$ cat config.mk
export PLATFORM = sky130hd
export DESIGN_NAME = node_port_arbiter
export DESIGN_NICKNAME = d
export VERILOG_FILES = /design/src/rtl/node_port_arbiter.sv
export SDC_FILE = /design/constraint.sdc
export NUM_CORES = 1
export LEC_CHECK = 0
export ABC_AREA = 1
export CAP_MARGIN = 10
export CORE_ASPECT_RATIO = 0.7
export CORE_MARGIN = 8
export CORE_UTILIZATION = 35
export CTS_CLUSTER_DIAMETER = 40
export DETAILED_ROUTE_END_ITERATION = 7
export DONT_BUFFER_PORTS = 1
export SYNTH_ARGS = -nofsm -noshare
export SYNTH_HDL_FRONTEND = slang
export SYNTH_SLANG_ARGS = --single-unit
$ cat constraint.sdc
create_clock -name Clk_R -period 6.16 [get_ports Clk_R]
set_input_delay 1.54 -clock Clk_R [delete_from_list [all_inputs] [get_ports Clk_R]]
set_output_delay 1.54 -clock Clk_R [all_outputs]
set_load 0.01 [all_outputs]
$ cat src/rtl/node_port_arbiter.sv
// node_port_arbiter: round-robin sharing of the router core's node load port.
// The winning packet is latched into a holding register and offered until the
// core acks it or the ack timeout expires; self-addressed packets are dropped
// without ever being offered. Sent_Pulse, Err_Pulse and Err_Code are registered,
// so they appear together in the GAP cycle after the handoff, timeout or drop.
module node_port_arbiter #(
    parameter int N_REQ       = 4,
    parameter int PKT_W       = 29,
    parameter int ACK_TIMEOUT = 1000
) (
    input  logic                     Clk_R,
    input  logic                     Rst,
    input  logic [3:0]               r_addr,
    input  logic [N_REQ-1:0]         Req_Valid,
    input  logic [N_REQ*PKT_W-1:0]   Req_Packet,
    output logic [N_REQ-1:0]         Req_Ready,
    output logic [PKT_W-1:0]         Packet_From_Node,
    output logic                     Packet_From_Node_Valid,
    input  logic                     Core_Load_Ack,
    output logic [2:0]               Grant_Id,
    output logic                     Busy,
    output logic                     Sent_Pulse,
    output logic                     Err_Pulse,
    output logic [1:0]               Err_Code
);
    localparam int          IW      = (N_REQ > 1) ? $clog2(N_REQ) : 1;
    localparam int unsigned NR      = N_REQ;
    localparam logic [15:0] TO_LAST = 16'(ACK_TIMEOUT - 1);

    typedef enum logic [2:0] {
        S_IDLE,
        S_ARB,
        S_OFFER,
        S_DROP,
        S_GAP
    } state_t;

    state_t            state_q, state_d;
    logic [PKT_W-1:0]  hold_q, hold_d;
    logic [2:0]        grant_q, grant_d;
    logic [2:0]        last_q, last_d;
    logic [15:0]       cnt_q, cnt_d;
    logic              sent_q, sent_d;
    logic              err_q, err_d;
    logic [1:0]        code_q, code_d;

    logic              found;
    logic [2:0]        sel;
    logic [PKT_W-1:0]  sel_pkt;
    int unsigned       idx;

    // Round-robin search: first valid requester after last_q, wrapping.
    always_comb begin
        found = 1'b0;
        sel   = '0;
        idx   = 0;
        for (int unsigned k = 1; k <= NR; k++) begin
            idx = 32'(last_q) + k;
            if (idx >= NR) begin
                idx = idx - NR;
            end
            if (!found && Req_Valid[idx[IW-1:0]]) begin
                found = 1'b1;
                sel   = 3'(idx);
            end
        end
    end

    // Packet presented by the selected requester.
    always_comb begin
        sel_pkt = '0;
        for (int unsigned j = 0; j < NR; j++) begin
            if (3'(j) == sel) begin
                sel_pkt = Req_Packet[j*PKT_W +: PKT_W];
            end
        end
    end

    // Next-state logic and holding-register / counter / status updates.
    always_comb begin
        state_d = state_q;
        hold_d  = hold_q;
        grant_d = grant_q;
        last_d  = last_q;
        cnt_d   = cnt_q;
        sent_d  = 1'b0;
        err_d   = 1'b0;
        code_d  = code_q;
        case (state_q)
            S_IDLE: begin
                if (|Req_Valid) begin
                    state_d = S_ARB;
                end
            end
            S_ARB: begin
                if (found) begin
                    hold_d  = sel_pkt;
                    grant_d = sel;
                    last_d  = sel;
                    state_d = (sel_pkt[PKT_W-1 -: 4] == r_addr) ? S_DROP : S_OFFER;
                end else begin
                    state_d = S_IDLE;
                end
            end
            S_OFFER: begin
                if (Core_Load_Ack) begin
                    sent_d  = 1'b1;
                    cnt_d   = '0;
                    state_d = S_GAP;
                end else if (cnt_q == TO_LAST) begin
                    err_d   = 1'b1;
                    code_d  = 2'b01;
                    cnt_d   = '0;
                    state_d = S_GAP;
                end else begin
                    cnt_d = cnt_q + 16'd1;
                end
            end
            S_DROP: begin
                err_d   = 1'b1;
                code_d  = 2'b10;
                state_d = S_GAP;
            end
            S_GAP: begin
                state_d = (|Req_Valid) ? S_ARB : S_IDLE;
            end
            default: begin
                state_d = S_IDLE;
            end
        endcase
    end

    // State, holding register, pointer, counter and status registers.
    always_ff @(posedge Clk_R or posedge Rst) begin
        if (Rst) begin
            state_q <= S_IDLE;
            hold_q  <= '0;
            grant_q <= '0;
            last_q  <= 3'(N_REQ - 1);
            cnt_q   <= '0;
            sent_q  <= 1'b0;
            err_q   <= 1'b0;
            code_q  <= '0;
        end else begin
            state_q <= state_d;
            hold_q  <= hold_d;
            grant_q <= grant_d;
            last_q  <= last_d;
            cnt_q   <= cnt_d;
            sent_q  <= sent_d;
            err_q   <= err_d;
            code_q  <= code_d;
        end
    end

    assign Req_Ready              = (state_q == S_ARB && found) ? (N_REQ'(1) << sel) : '0;
    assign Packet_From_Node       = hold_q;
    assign Packet_From_Node_Valid = (state_q == S_OFFER);
    assign Grant_Id               = grant_q;
    assign Busy                   = (state_q != S_IDLE);
    assign Sent_Pulse             = sent_q;
    assign Err_Pulse              = err_q;
    assign Err_Code               = code_q;

endmodule
## Word-level counts from Yosys, hierarchy flattened

Cells that the tools add are included.

- Register bits after elaboration: 58
- Input bits: 127
- Output and inout port bits: 42
- Logic and storage cells: 96

- $add $sub $neg: 9
- $lt $le $gt $ge: 8
- Equality and inequality tests: 13
- Shifts and indexed selects: 1
- Mux-type cells: 42
- Reduce and logical (&&, ||, !) cells: 15

Operator list:

| cell | number |
|---|---|
| $mux W29 | 4 |
| $mux W3 | 11 |
| $mux W16 | 2 |
| $add A16 B1 Y16 const B | 1 |
| $eq A16 B10 Y1 const B | 1 |
| $ge A4 B3 Y1 const B | 4 |
| $pmux W3 S5 | 1 |
| $mux W1 | 14 |
| $lt A2 B3 Y1 const B | 4 |
| $sub A3 B3 Y3 const B | 4 |
| $add A3 B2 Y4 const B | 2 |
| $bmux W1 S2 | 4 |
| $eq A2 B3 Y1 const A | 2 |
| $eq A3 B2 Y1 const B | 2 |
| $logic_not A3 Y1 | 2 |
| $mux W2 | 3 |
| $add A3 B1 Y4 const B | 1 |
| $add A3 B3 Y4 const B | 1 |
| $eq A4 B4 Y1 | 1 |
| $logic_and A1 B1 Y1 | 4 |
| $mux W4 | 1 |
| $ne A2 B2 Y1 const B | 2 |
| $pmux W2 S2 | 1 |
| $reduce_and A2 Y1 | 2 |
| 12 further kinds | 14 |

## Logic depth before layout (Yosys ltp)

Gate-level depths: netlist of the first run.

- Depth in word-level cells: 24
- Gate-level depth with buffers: 23
- Gate-level depth less buffers: 20

## Least setup slack after synthesis of the first run

OpenSTA, ideal clock, no wires.

- Path kind: in2out
- From: input Req_Valid[0]
- To: output Req_Ready[1]
- Arrival: 3.040 ns
- Data required time: 4.620 ns
- Setup slack: 1.580 ns
- Stages on the path: 9
- Cells stage by stage: inv_1 nand2_1 nand3_4 nand3_1 nor3_1 nor4_4 clkinv_1 clkbuf_1 nor3_1

- Word-level cells in the longest chain between the ends: 14

Ends and longest elaborated chain:

| element | RTL line | text |
|---|---|---|
| start: declaration | 14 | `input logic [N_REQ-1:0] Req_Valid,` |
| $bmux W1 S2 | 62 | `if (!found && Req_Valid[idx[IW-1:0]]) begin` |
| $mux W1 (not written as such) | 62 |  |
| $mux W1 | 62 |  |
| $logic_not A1 Y1 | 62 |  |
| $logic_and A1 B1 Y1 | 62 |  |
| $mux W1 | 62 |  |
| $logic_not A1 Y1 | 62 |  |
| $logic_and A1 B1 Y1 | 62 |  |
| $mux W1 | 62 |  |
| $logic_not A1 Y1 | 62 |  |
| $logic_and A1 B1 Y1 | 62 |  |
| $mux W3 or $mux W1 (tied branches) | 62 |  |
| $shl A1 B3 Y4 or $logic_and A1 B1 Y1 (tied branches) | 156 | `assign Req_Ready = (state_q == S_ARB && found) ? (N_REQ'(1) << sel) : '0;` |
| $mux W4 * | 156 |  |
| end: declaration | 16 | `output logic [N_REQ-1:0] Req_Ready,` |

Every way passes the cells marked *; elsewhere a longest branch is shown, timed or not. The select of a mux whose other input is x is not followed.

## Final worst setup path of the first run

Same ends and word-level chain as after synthesis.

==> flow_metrics.py, run 1 <==
metrics = {
    "place": {
        "placement.io_buffers": 0,
        "placed_cells": 625,
        "place_ws_ns": 1.26,
        "dp_hpwl_microns": 8900,
        "globalplace.congestion": 0.870,
    },
    "clock_network": {
        "sink_count_of_the_clock_tree": 57,
        "postCtsHoldBufs": 0,
        "tritoncts_clock_tree": "built",
        "cts_setup_buffers": 0,
        "max-clock-path-buffers": 2,
        "clk_latency_ns": 0.32,
        "clkTransAtPathRegs_ns": 0.05,
        "cts-buffers-inserted": 9,
        "cts_root_buffer": "clkbuf_16",
        "htree_levels": 3,
        "ctsResizeCount": 0,
    },
    "worst_setup_path": {
        "path_class": "input pin to output port",
        "worst-endpoint-arrival_ns": 3.37,
        "critPathMaxFanout": 41,
        "startpoint_type": "input pin",
        "required_ns": 4.62,
        "worstSetupEndpointType": "output port",
    },
    "timing": {
        "maxSlewViolCount": 0,
        "total_negative_setup_slack_ns": 0,
        "setup-violations-final": 0,
        "hold_ws_ns": 0.538,
        "least_setup_slack_across_all_paths_after_layout_ns": 1.25,
        "layout_worst_path_cycle_share_pct": 79.7,
        "max_clock_freq_mhz": 204,
        "rsz0062_at_grt": "false",
        "fin_skew_ns": 0.0117,
        "final.min_clock_period_ns": 4.91,
        "worst_slew_pin_slew_ns": 1.21,
        "max-slew-margin-rel_pct": 19.4,
        "hold_viol_final": 0,
    },
    "floorplanning": {
        "placement_rows": 31,
        "fp.dieH_microns": 102,
        "placeableCoreArea_sq_mm": 0.0103,
        "boundaryPins": 169,
        "die_area_sq_mm": 0.0142,
        "start_util_pct": 35.8,
        "die_w_microns": 139,
    },
    "synth": {
        "postSynthCellCount": 511,
        "yosysWarnings": 0,
        "ys_top_cells_by_count": "158 x nand2_1, 55 x dfrtp_1, 43 x inv_1",
        "seq_area_frac_synth_pct": 38.7,
        "yosysUniqueCellTypes": 39,
        "syn_area_per_cell_sq_um": 7.23,
        "synth.top_cells.by_area": "dfrtp_1 37%, nand2_1 16%, a32oi_1 5.9%",
        "synth-main-ff-cell": "dfrtp_1",
        "ys_async_sr_fraction_pct": 100,
        "synth-seq-cells": 57,
        "synth_largest_type_area_fraction_pct": 37.3,
        "syn-cell-area_sq_mm": 0.00369,
        "yosys.area.top_type": "dfrtp_1",
        "synth_fp_nets": 641,
        "yosys.cell_count.top_type": "nand2_1",
        "synth_enable_flop_cells": 0,
    },
    "drt": {
        "wl_met3_microns": 1050,
        "via_per_inst": 5.48,
        "drt_wirelength_microns": 11500,
        "route.vias.total": 3511,
        "route.detailed.drc": 0,
        "detailedRoute.firstPassIterationCount": 4,
        "drt_iter0_drc": 250,
        "ant_nets": 0,
        "route.layer.met1.wl_microns": 4870,
        "route.top_layer_used": "met4",
        "post_drt_wl_per_cell_microns": 17.9,
        "wl_met2_microns": 5460,
    },
    "final_layout": {
        "antenna-diode-count": 0,
        "regArea_sq_mm": 0.00143,
        "area_growth_pct": 9.69,
        "filler_free_cell_count_of_the_finished_design": 641,
        "combined_area_of_the_multi_input_logic_cells_sq_mm": 0.00193,
        "finalNetCount": 634,
        "fillers": 1083,
        "post_route_cells_drive_above_1_share_pct": 9.63,
    },
    "pwr": {
        "share_of_total_power_in_the_clock_network_pct": 15.8,
        "intPower_mw": 1.47,
        "sw_frac_of_total_pct": 52.0,
        "pwr-share-seq_pct": 24.6,
        "p_per_area_mw_per_mm2": 755,
        "power_leakage_nw": 1.86,
        "worst_ir_drop_vdd_v": 0.000410,
        "power.net_switching_mw": 1.59,
        "design_power_total_mw": 3.06,
        "share_comb_of_total_power_pct": 59.6,
    },
    "global_route": {
        "antenna_found_initial": 0,
        "grt_start_max_net_pins": 58,
        "grt.overflow.total": 0,
        "grt_usage_pct": 15.9,
        "grt_pass1_wl_microns": 18100,
        "grt_pass1_vias": 3508,
    },
    "hold_path": {
        "hp-class": "register to register",
    },
    "job": {
        "maxCapViolCount": 0,
    },
    "outcome": {
        "outcome": "finished, final reports clean",
    },
}
-- cells by family (layout without fill, tap and decap cells) --
group | Yosys count | after routing | share of synthesized area [%]
XOR/XNOR | 3 | 3 | 0.711
buffers and inverters | 75 | 73 | 9.01
AND/OR/NAND/NOR | 262 | 262 | 32.2
flip-flops | 57 | 57 | 38.7
adder cells (fa/ha/maj) | 3 | 3 | 1.02
AO/OA/AOI/OAI | 111 | 111 | 18.4
-- cell usage in the layout, fill, tap and decap left out, types with 7 or more instances in the layout --
cell type / instances
a32oi_1: 25
a21oi_1: 31
o22ai_1: 7
clkbuf_16: 9
nand2_2: 8
inv_2: 7
nand2_1: 158
dfrtp_1: 55
nor2_1: 29
nand3_1: 38
inv_1: 42
o21ai_0: 34
-- sequential cells by signal, indices dropped and copies added, names as in the netlist --
name / count
Err_Pulse: 1
Err_Code: 2
Packet_From_Node: 29
state_q: 3
last_q: 2
Grant_Id: 3
Sent_Pulse: 1
cnt_q: 16
-- stage by stage --
step	util (%)	area (sq um)
after CTS	39.3	4050
final	39.3	4050
after global placement	36.5	3760
after floorplan	-	3690
after global routing	39.3	4050
after detailed placement	36.5	3760
-- final timing paths --
kind                                    from              endpoint  cells after the start  slack, ns
worst max register to register     last_q[0]            state_q[0]                     17       2.16
max in group asynchronous                Rst             cnt_q[15]                      2       4.36
worst min register to register      cnt_q[7]              cnt_q[7]                      2       0.54
min in group asynchronous                Rst  Packet_From_Node[22]                      2       1.32
worst min-delay path                cnt_q[7]              cnt_q[7]                      2       0.54
worst max-delay path            Req_Valid[0]          Req_Ready[1]                     10       1.25
-- cell type report --
type / instances / share of cell area (%)
Multi-Input combinational cell: 379 / 47.7
Sequential cell: 57 / 35.3
Clock buffer: 13 / 6.17
Inverter: 52 / 4.88
Tap cell: 132 / 4.08
Clock inverter: 3 / 0.988
Timing Repair Buffer: 5 / 0.926
-- layer usage --
| metal | global-route usage (%) | vias to the layer above |
|---|---|---|
| met5 | 0 | - |
| met4 | 3.69 | 0 |
| met3 | 6.72 | 8 |
| met2 | 25.7 | 149 |
| met1 | 19.4 | 1640 |
| li1 | - | 1714 |
-- power groups by stage --
stage / registers, mW / clock network [mW] / logic, mW
finish: 0.751 / 0.483 / 1.83
global route: 0.779 / 0.515 / 2.08
CTS: 0.759 / 0.500 / 1.83
detailed placement: 0.762 / 0 / 1.82
global placement: 0.762 / 0 / 1.77
floorplan: 0.698 / 0 / 1.52
-- critical path, cell delays in order --
cell and delay [ns]:
inv_1 0.03, nand2_1 0.14, nand3_4 0.11, nand2_4 0.10, nand2_1 0.05, nand3_1 0.07
nand3_1 0.12, nand2_2 0.62, nand2_2 0.17, nor3_1 0.38
Note: power is estimated with default switching activity, not from simulation.
==> run 2: changes to the inputs <==
clock period = 4.3 ns   (was 6.16 ns; I/O delays follow)
==> run 2 against run 1 <==
Effect of this change:
- critical path depth unchanged
- clock power increased by 35%
- sequential share of layout area fell by 0.24 points
- highest routed layer unchanged
- non-clock buffer count grew 5
- combinational power rose by 44%
- critical path type is now register to output port
- first-iteration DRC count is 22% lower
- worst setup slack lost 0.94 ns
==> flow_metrics.py, run 2 (synthesis results as in run 1) <==
metrics = {
    "timing": {
        "hold_ws_ns": 0.536,
        "maxSlewViolCount": 0,
        "least_setup_slack_across_all_paths_after_layout_ns": 0.316,
        "worst_slew_pin_slew_ns": 0.667,
        "max-slew-margin-rel_pct": 55.4,
        "setup-violations-final": 0,
        "rsz0062_at_grt": "false",
        "max_clock_freq_mhz": 251,
        "layout_worst_path_cycle_share_pct": 92.7,
        "final.min_clock_period_ns": 3.98,
        "total_negative_setup_slack_ns": 0,
        "fin_skew_ns": 0.00754,
        "hold_viol_final": 0,
    },
    "pwr": {
        "power_leakage_nw": 1.89,
        "design_power_total_mw": 4.36,
        "worst_ir_drop_vdd_v": 0.000588,
        "intPower_mw": 2.09,
        "pwr-share-seq_pct": 24.7,
        "share_comb_of_total_power_pct": 60.4,
        "share_of_total_power_in_the_clock_network_pct": 14.9,
        "sw_frac_of_total_pct": 52.0,
        "power.net_switching_mw": 2.27,
        "p_per_area_mw_per_mm2": 1070,
    },
    "final_layout": {
        "fillers": 1074,
        "area_growth_pct": 10.4,
        "combined_area_of_the_multi_input_logic_cells_sq_mm": 0.00194,
        "post_route_cells_drive_above_1_share_pct": 10.9,
        "most-common-layout-cells": "158 x nand2_1, 55 x dfrtp_1, 42 x inv_1, 38 x nand3_1, 34 x o21ai_0",
        "final_common_cell": "nand2_1",
        "finalNetCount": 639,
        "antenna-diode-count": 0,
        "regArea_sq_mm": 0.00143,
        "largest_register_ffs": 29,
    },
    "worst_setup_path": {
        "worstSetupEndpointType": "output port",
        "worst-endpoint-arrival_ns": 2.91,
        "path_class": "register to output port",
        "critPathMaxFanout": 13,
        "critical_r2r_launch": "last_q[0]",
        "critical_path.startpoint": "last_q[0]",
        "required_ns": 3.22,
        "startpoint_type": "register",
        "worst_reg2reg_setup_slack_ns": 0.84,
    },
    "clock_network": {
        "htree_levels": 3,
        "postCtsHoldBufs": 0,
        "tritoncts_clock_tree": "built",
        "clk_latency_ns": 0.33,
        "cts-buffers-inserted": 9,
        "max-clock-path-buffers": 2,
        "cts_root_buffer": "clkbuf_16",
        "sink_count_of_the_clock_tree": 57,
        "clkTransAtPathRegs_ns": 0.05,
    },
    "floorplanning": {
        "start_util_pct": 35.8,
        "placeableCoreArea_sq_mm": 0.0103,
        "die_area_sq_mm": 0.0142,
        "boundaryPins": 169,
        "die_w_microns": 139,
        "placement_rows": 31,
        "fp.dieH_microns": 102,
    },
    "hold_path": {
        "hp-class": "register to register",
        "timing.hold.worst.start": "cnt_q[7]",
    },
    "job": {
        "maxCapViolCount": 0,
    },
    "global_route": {
        "antenna_found_initial": 0,
        "grt_pass1_vias": 3370,
        "grt_start_max_net_pins": 35,
        "grt_pass1_wl_microns": 17800,
        "grt_usage_pct": 15.8,
        "grt.overflow.total": 0,
    },
    "drt": {
        "detailedRoute.firstPassIterationCount": 5,
        "route.vias.total": 3476,
        "via_per_inst": 5.38,
        "drt_iter0_drc": 195,
        "post_drt_wl_per_cell_microns": 17.8,
        "ant_nets": 0,
        "route.detailed.drc": 0,
        "drt_wirelength_microns": 11500,
    },
    "outcome": {
        "outcome": "finished, final reports clean",
    },
    "place": {
        "globalplace.congestion": 0.872,
        "placement.io_buffers": 0,
        "place_ws_ns": 0.418,
        "dp_hpwl_microns": 9090,
    },
}
[run 2: final cells by class]
class	instances	share of cell area, %
clock inverters	3	0.368
well taps	132	4.05
repair buffers	10	1.84
clock buffers	13	6.38
multi-input cells	379	47.5
flip-flops and latches	57	35.0
inverters	52	4.85
[run 2: path summary, 6_finish.rpt]
| check | to | cells after the start |
|---|---|---|
| setup reg to reg | state_q[0] | 17 |
| hold reg to reg | cnt_q[7] | 2 |
| min in group asynchronous | Packet_From_Node[22] | 1 |
| max in group asynchronous | last_q[0] | 2 |
| hold / removal | cnt_q[7] | 2 |
| setup / recovery | Req_Ready[1] | 10 |
[run 2: critical path: stages, from the launching register on]
cell,delay (ns)
dfstp_2,0.64
inv_4,0.12
ha_1,0.39
inv_1,0.19
nand3_4,0.11
nand3_1,0.12
nor3_1,0.10
nor4_4,0.44
inv_2,0.14
nor3_1,0.17
buf_4,0.15
[run 2: metrics by stage]
step	instances	util (%)	instance area, sq um
floorplan	511	-	3690
global placement	628	36.7	3780
detailed placement	628	36.7	3780
CTS	644	39.4	4060
global route	646	39.5	4080
finish	646	39.5	4080
[run 2: power by group through the flow]
stage,combinational (mW),sequential (mW),clock [mW]
2_1_floorplan,2.17,0.999,0
3_3_place_gp,2.54,1.09,0
3_5_place_dp,2.61,1.09,0
4_1_cts,2.61,1.09,0.677
5_1_grt,2.99,1.11,0.706
6_report,2.63,1.08,0.650
[run 2: what timing repair did]
action	4_1_cts	5_1_grt
buffers inserted	0	2
gates resized for setup	0	2
setup endpoints to repair	0	3
hold endpoints to repair	0	0
[run 2: routing by layer]
metal | GRT usage [%] | share of wire [%]
met5 | 0 | 0
met4 | 3.36 | 0.88
met3 | 7.79 | 9.9
met2 | 25.2 | 46
met1 | 19.1 | 43
==> run 3: changes to the inputs <==
PLACE_DENSITY = 0.55   (was default)
==> run 3 against run 2 <==
Effect of this change:
- sequential power about the same
- total power is 0.68% lower
- clock power is 6.8% lower
- fmax grew 0.88%
- non-clock buffer count is the same
- wire length shrank 1.0%
- global-route usage barely moved
- clock skew rose by 0.0022 ns
- worst setup slack better by 0.035 ns
- first-iteration DRC count up 30%
- flip-flop and latch count unchanged
- worst hold slack gained 0.011 ns
- largest power group unchanged
- highest routed layer unchanged
==> flow_metrics.py, run 3 (synthesis results as in run 1) <==
metrics = {
    "place": {
        "placedInstanceArea_sq_mm": 0.00380,
        "placement.io_buffers": 0,
        "globalplace.congestion": 0.843,
        "dp_hpwl_microns": 9080,
        "placed_cells": 630,
    },
    "clock_network": {
        "ctsResizeCount": 0,
        "htree_levels": 3,
        "sink_count_of_the_clock_tree": 57,
        "cts_setup_buffers": 0,
        "tritoncts_clock_tree": "built",
        "postCtsHoldBufs": 0,
        "clkTransAtPathRegs_ns": 0.05,
        "cts-buffers-inserted": 9,
        "clk_latency_ns": 0.32,
        "cts_root_buffer": "clkbuf_16",
        "max-clock-path-buffers": 2,
    },
    "timing": {
        "worst_slew_pin_slew_ns": 0.651,
        "max_clock_freq_mhz": 253,
        "layout_worst_path_cycle_share_pct": 91.8,
        "setup-violations-final": 0,
        "max-slew-margin-rel_pct": 56.5,
        "final.min_clock_period_ns": 3.95,
        "rsz0062_at_grt": "false",
        "fin_skew_ns": 0.00974,
        "hold_viol_final": 0,
        "total_negative_setup_slack_ns": 0,
        "hold_ws_ns": 0.546,
        "maxSlewViolCount": 0,
    },
    "final_layout": {
        "most-common-layout-cells": "158 x nand2_1, 55 x dfrtp_1, 42 x inv_1, 38 x nand3_1, 34 x o21ai_0",
        "final_common_cell": "nand2_1",
        "finalNetCount": 639,
        "largest_register_ffs": 29,
        "fillers": 1092,
        "area_growth_pct": 9.69,
        "antenna-diode-count": 0,
        "filler_free_cell_count_of_the_finished_design": 646,
        "post_route_cells_drive_above_1_share_pct": 9.92,
        "fin_util_pct": 39.3,
        "regArea_sq_mm": 0.00143,
        "finalInstanceArea_sq_mm": 0.00405,
        "combined_area_of_the_multi_input_logic_cells_sq_mm": 0.00193,
    },
    "worst_setup_path": {
        "critPathMaxFanout": 13,
        "cpMaxStageDelayCell": "dfstp_2",
        "timing.critical_path.max_delay_family": "buffers and inverters",
        "crit_path_cell_trace": "inv_4, ha_1, inv_1, nand3_4, nand3_1, nor3_1, nor4_4, buf_4, clkinv_1, nor3_1, buf_4",
        "worst_reg2reg_setup_slack_ns": 0.81,
        "worst_path_largest_cell_delay_ns": 0.65,
        "timing.critical_path.buf_inv": 5,
        "startpoint_type": "register",
        "worstSetupEndpointType": "output port",
        "path_class": "register to output port",
        "required_ns": 3.22,
        "worst-endpoint-arrival_ns": 2.87,
    },
    "job": {
        "maxCapViolCount": 0,
    },
    "floorplanning": {
        "placeableCoreArea_sq_mm": 0.0103,
        "placement_rows": 31,
        "fp.dieH_microns": 102,
        "die_area_sq_mm": 0.0142,
        "start_util_pct": 35.8,
        "die_w_microns": 139,
        "boundaryPins": 169,
    },
    "pwr": {
        "power_leakage_nw": 1.86,
        "p_per_area_mw_per_mm2": 1070,
        "worst_ir_drop_vdd_v": 0.000543,
    },
    "global_route": {
        "antenna_found_initial": 0,
        "grt_pass1_vias": 3516,
        "grt_start_max_net_pins": 56,
        "grt.overflow.total": 0,
        "grt_usage_pct": 15.9,
        "grt_pass1_wl_microns": 18100,
    },
    "outcome": {
        "outcome": "finished, final reports clean",
    },
    "drt": {
        "drt_wirelength_microns": 11400,
        "route.vias.total": 3510,
        "post_drt_wl_per_cell_microns": 17.7,
        "detailedRoute.firstPassIterationCount": 5,
        "route.detailed.drc": 0,
        "ant_nets": 0,
        "drt_iter0_drc": 253,
        "via_per_inst": 5.43,
    },
    "hold_path": {
        "hp-class": "register to register",
    },
}
run 3: power by group:
group	internal (mW)	total, mW	switching, mW
clock network	0.388	0.606	0.218
registers	0.797	1.08	0.286
logic	0.877	2.64	1.77
run 3: worst register-to-register path, delay by kind of cell, from the launching register on:
family,cells,cell delay (ns)
DFF,1,0.65
and+or+nand+nor,13,1.96
buffers and inverters,2,0.31
AOI/OAI and AO/OA,1,0.12
adders and majority gates,1,0.39
run 3: cell type report:
cell class,instances,area share [%]
inverters,52,4.88
flip-flops and latches,57,35.3
clock buffers,15,6.11
clock inverters,1,0.123
well taps,132,4.08
repair buffers,10,1.85
multi-input cells,379,47.7
run 3: worst paths after layout:
kind | startpoint | endpoint | depth (start not counted)
min | cnt_q[7] | cnt_q[7] | 2
min in group asynchronous | Rst | Packet_From_Node[4] | 1
min reg2reg | cnt_q[7] | cnt_q[7] | 2
max in group asynchronous | Rst | last_q[1] | 2
max reg2reg | last_q[0] | state_q[0] | 17
max | last_q[0] | Req_Ready[1] | 11
run 3: through the flow:
step                power, mW  worst slack (ns)
floorplan                3.17             0.547
global placement         3.64             0.757
detailed placement       3.72             0.719
CTS                      4.35             0.361
global route             4.80            0.0881
finish                   4.33             0.351
run 3: layer usage:
layer	up-vias	GRT usage (%)	part of all wire, %
li1	1712	-	-
met4	0	6.13	1.9
met2	154	24.0	46
met5	-	0	0
met3	16	7.28	10
met1	1628	19.4	42
